## config.mk

```make
export PLATFORM = sky130hd
export DESIGN_NAME = tag_retire_queue
export DESIGN_NICKNAME = d
export VERILOG_FILES = /design/src/rtl/tag_retire_queue.sv
export SDC_FILE = /design/constraint.sdc
export NUM_CORES = 1
export LEC_CHECK = 0
export CELL_PAD_IN_SITES_DETAIL_PLACEMENT = 0
export CELL_PAD_IN_SITES_GLOBAL_PLACEMENT = 2
export CORE_MARGIN = 5
export CORE_UTILIZATION = 41
export DETAILED_ROUTE_END_ITERATION = 10
export PLACE_DENSITY_LB_ADDON = 0.1
export SKIP_CTS_REPAIR_TIMING = 1
export SYNTH_ARGS = -nofsm -noshare
export SYNTH_HDL_FRONTEND = slang
export SYNTH_SLANG_ARGS = --single-unit
export TNS_END_PERCENT = 5
```

## constraint.sdc

```tcl
create_clock -name clk -period 11.8 [get_ports clk]
set_clock_uncertainty 0.05 [all_clocks]
set_input_delay 2.95 -clock clk [delete_from_list [all_inputs] [get_ports clk]]
set_output_delay 2.95 -clock clk [all_outputs]
set_load 0.03 [all_outputs]
```

## src/rtl/tag_retire_queue.sv

```systemverilog
// In-order tag retire ring: tags from the freelist are pushed in program order, marked done
// by the completion ports and handed back to the freelist collect ports strictly from the head.
module tag_retire_queue #(
    parameter int DEPTH = 16,
    parameter int TAG   = 4,
    parameter int PUSH  = 4,
    parameter int CMP   = 4,
    parameter int RET   = 4,
    parameter int IDX   = $clog2(DEPTH)
) (
    input  logic                      clk,
    input  logic                      reset_,
    input  logic                      flush_,
    input  logic [PUSH-1:0]           push_,
    input  logic [PUSH-1:0][TAG-1:0]  push_tag,
    output logic [PUSH-1:0][IDX-1:0]  push_idx,
    input  logic [CMP-1:0]            cmp_,
    input  logic [CMP-1:0][IDX-1:0]   cmp_idx,
    output logic [RET-1:0]            ret_,
    output logic [RET-1:0][TAG-1:0]   ret_tag,
    output logic [IDX:0]              count,
    output logic                      full,
    output logic                      empty
);

    localparam logic [IDX:0] FULL_AT = (IDX+1)'(DEPTH - PUSH);
    localparam logic [IDX:0] ONE     = (IDX+1)'(1);

    logic [DEPTH-1:0]          valid_q;
    logic [DEPTH-1:0]          done_q;
    logic [DEPTH-1:0][TAG-1:0] tag_q;
    logic [IDX-1:0]            head_q;
    logic [IDX-1:0]            tail_q;
    logic [IDX:0]              count_q;

    logic [IDX:0]              push_ofs;
    logic [IDX:0]              npush;
    logic [IDX:0]              nret;
    logic                      do_push;
    logic                      ret_run;
    logic [IDX-1:0]            ret_at;

    // Push contract: an asserted push_ lane is accepted only while full is low; upstream gates
    // push_ with full, and any push presented while full (or during flush) is dropped whole.
    assign full    = count_q > FULL_AT;
    assign empty   = count_q == '0;
    assign count   = count_q;
    assign do_push = flush_ && !full;
    assign npush   = do_push ? push_ofs : '0;

    // Asserted lanes pack onto consecutive entries starting at tail.
    always_comb begin
        push_ofs = '0;
        push_idx = '0;
        for (int i = 0; i < PUSH; i++) begin
            push_idx[i] = tail_q + push_ofs[IDX-1:0];
            if (!push_[i]) begin
                push_ofs = push_ofs + ONE;
            end
        end
    end

    // Retire lanes form a prefix of valid+done entries from head; flush suppresses them.
    always_comb begin
        ret_    = '1;
        ret_tag = '0;
        nret    = '0;
        ret_run = flush_;
        ret_at  = '0;
        for (int k = 0; k < RET; k++) begin
            ret_at  = head_q + IDX'(k);
            ret_run = ret_run && valid_q[ret_at] && done_q[ret_at];
            if (ret_run) begin
                ret_[k]    = 1'b0;
                ret_tag[k] = tag_q[ret_at];
                nret       = nret + ONE;
            end
        end
    end

    always_ff @(posedge clk or negedge reset_) begin
        if (!reset_) begin
            valid_q <= '0;
            done_q  <= '0;
            tag_q   <= '0;
            head_q  <= '0;
            tail_q  <= '0;
            count_q <= '0;
        end else if (!flush_) begin
            valid_q <= '0;
            done_q  <= '0;
            tag_q   <= '0;
            head_q  <= '0;
            tail_q  <= '0;
            count_q <= '0;
        end else begin
            for (int c = 0; c < CMP; c++) begin
                if (!cmp_[c] && valid_q[cmp_idx[c]]) begin
                    done_q[cmp_idx[c]] <= 1'b1;
                end
            end
            // Later assignments win: retire clears override a completion on the same entry.
            for (int k = 0; k < RET; k++) begin
                if ((IDX+1)'(k) < nret) begin
                    valid_q[head_q + IDX'(k)] <= 1'b0;
                    done_q[head_q + IDX'(k)]  <= 1'b0;
                end
            end
            if (do_push) begin
                for (int i = 0; i < PUSH; i++) begin
                    if (!push_[i]) begin
                        valid_q[push_idx[i]] <= 1'b1;
                        done_q[push_idx[i]]  <= 1'b0;
                        tag_q[push_idx[i]]   <= push_tag[i];
                    end
                end
            end
            head_q  <= head_q + nret[IDX-1:0];
            tail_q  <= tail_q + npush[IDX-1:0];
            count_q <= count_q + npush - nret;
        end
    end

endmodule

```

==> impl_results.md <==
- Residual DRC: 0
- Die X: 187 um
- R2R Setup Slk: approximately 4.4 ns
- Vias in the first global route: ~12000
- CTS buffer count: 9
- Register area share after synthesis: about a fifth
- Max Cap Violations: 0
- Status: complete, no violations
- H-tree levels: 3
- Layout cell share with drive strength beyond 1: between 10% and 20%
- Hold Slack: around 0.57 ns
- Reg2Reg Capture Point: count[4]$_DFF_PN0_
- CTS Root Cell: clkbuf_16
- CORE AREA: between 0.03 and 0.04 mm^2
- Top post-synthesis cells by area: dfrtp_1 (21%), mux4_2 (19%), o211ai_1 (9.4%)
- Yosys warns: 0
- Commonest non-fill, non-tap cell in the layout: nand2_1
- Die ar.: between 0.03 and 0.04 mm^2
- Routability Congestion: slightly above 0.9
- Top cell type's share of synthesized area: 21.2%
- Final min period: ~9.0 ns
- #FFs+latches synth: approximately 110
- Fill cell count: around 3000
- Setup CP Type: in2out
- Fmax: 0.112 GHz
- Initial drt markers: about 1500
- Largest net degree at the start of global routing: 84
- Most frequent cells in the layout: nand2_1 (213), o211ai_1 (161), nand3_1 (138), mux4_2 (108), dfrtp_1 (107)
- Cells after Synth: between 1000 and 1500
- Setup-failing EPs final: 0
- WHS Endpoint: tag_q[49]$_DFFE_PN0P_
- Initial antenna violation count: 0
- Mapped Nets: between 1500 and 2000
- Relative slew slack: 25.5%
- Final hold vios: 0
- Pwr Density: ~120 mW/mm^2
- Area Growth Syn to Fin: 10.9%
- Async SR Flop Fraction: 100%
- DRT Pass-1 Iters: 6
- Worst-path clk slew: approximately 0.080 ns
- Static Leak: around 5.3 nW
- Placed cells: 1864
- Largest area contributor in the netlist: dfrtp_1
- Die height: 187 um
- Total negative slack: 0 ns
- DR vias/cell: about 7
- Overall Power: between 0.0015 and 0.002 W
- WL final: about 55 mm
- IR drop worst, VDD: between 0.00007 and 0.00008 V
- CP Launch Type: primary input
- NumNets Final: roughly 1600
- Post-Layout Cell Count: 1880
- CP max-delay cell: clkdlybuf4s50_1
- DP Wirelength: roughly 40 mm
- Cell Area, Synth: 0.0128 mm^2
- Final Cycle Share: between 70% and 80%
- Dominant synthesized flop cell: dfrtp_1
- Worst r2r src: head_q[1]$_DFF_PN0_
- Crit path DAT: 5.95 ns
- Max Slew Vio Count: 0
- CTS tree: built
- Total inserted antenna cells: 0
- Crit-path cells: clkdlybuf4s50_1 > inv_1 > ha_1 > ha_1 > inv_1 > fa_1 > xor2_1 > inv_2 > clkdlybuf4s50_1
- Tightest Pin Transition: around 1.1 ns
- Clk_lat worst skew: about 0.38 ns
- WP data required: slightly below 9 ns
- Clk sinks: ~110
- Antenna Nets Post-Route: 0
- Global-route wire length before repair: about 83 mm
- Longest Clk Path Bufs: 2
- Rows: 64
- Effective utilization at floorplan: between 40% and 50%
- Port-buffer cells: 85
- Hold Path Class: reg2reg
- Crit path max fanout: 10
- Syn Area/Cell: 8.72 um^2
- Unrepaired setup endpoints after global routing: no
- Routed vias: roughly 13000
- Delay of the slowest cell on the worst path: 0.65 ns
- Hold path startpoint: tag_q[49]$_DFFE_PN0P_
- GRT Overall Usage: 30.8%
- Grt ovf: 0
- Critical path endpoint category: output pin
- R2R cell count: 23
- Post-synth cell types: slightly below 80
- Routed WL per cell: approximately 29 um
- Hold Path Stages: 2
- EDFF count, synth: 0
- Io pins: 86
==> registers in the layout, summed over array words and instances (netlist names) <==
register  flops
tag_q        64
done_q       16
valid_q      16
count         5
head_q        4
tail_q        4
==> worst max-delay path by stage <==
stage,endpoint,slack (ns),cells after the start,startpoint
3_3_place_gp,push_idx[10],2.92,9,push_[0]
6_report,push_idx[10],2.85,9,push_[0]
2_1_floorplan,ret_tag[13],3.99,7,flush_
3_5_place_dp,push_idx[10],2.87,9,push_[0]
4_1_cts,push_idx[10],2.87,9,push_[0]
5_1_grt,push_idx[10],2.67,9,push_[0]
==> stage by stage <==
step	cell area [um^2]	util (%)	setup WS, ns
3_3_place_gp	13900	45.3	2.92
2_1_floorplan	12800	-	3.99
3_5_place_dp	13900	45.3	2.87
4_1_cts	14200	46.3	2.87
6_report	14200	46.3	2.85
5_1_grt	14200	46.3	2.67
==> synthesized netlist by cell type, types with 15 or more instances <==
library cell / number
ha_1: 33
nand3_1: 138
o31ai_1: 15
and3_1: 18
and2_1: 17
a41oi_1: 20
o211ai_1: 161
mux2i_1: 32
nand4_1: 17
nor2_1: 61
o21ai_0: 21
dfrtp_1: 109
buf_2: 19
mux4_2: 108
a21oi_1: 91
nand2_1: 213
inv_1: 41
nor3_1: 33
clkbuf_1: 79
==> routing by layer <==
layer	track usage, %	vias to the layer above	share of wire, %
met2	49.5	655	46
met5	0	-	0
li1	-	5762	-
met3	4.18	133	7.0
met1	41.1	6420	41
met4	15.1	0	5.8
==> layout make-up <==
| type | instances | area [um^2] | area share, % |
|---|---|---|---|
| Timing Repair Buffer | 111 | 1040 | 7.33 |
| Clock inverter | 7 | 91.3 | 0.642 |
| Inverter | 46 | 173 | 1.21 |
| Sequential cell | 109 | 2730 | 19.2 |
| Tap cell | 396 | 495 | 3.48 |
| Multi-Input combinational cell | 1202 | 9480 | 66.6 |
| Clock buffer | 9 | 225 | 1.58 |
==> critical path: cells and delay by family <==
kind,cells,cell delay (ns)
buf+inv,5,1.60
fa+ha+maj,3,0.89
xor+xnor,1,0.51
==> power breakdown <==
part / leakage, nW / internal, W / total, W / switching [W]
Sequential: 1.50 / 0.000423 / 0.000565 / 0.000142
Combinational: 3.65 / 0.000335 / 0.000800 / 0.000464
Clock: 0.152 / 0.000153 / 0.000336 / 0.000183
==> cells by family after synthesis <==
family,count (synthesis),share of synthesized area [%]
DFF,109,21.2
muxes,145,22.1
other,2,0.0585
xor gates and xnor gates,29,2.33
buffers and inverters,162,5.21
adders and majority gates,41,4.46
and+or+nand+nor,579,22.2
AOI/OAI and AO/OA,406,22.3
Power figures use the tool's default switching activity.
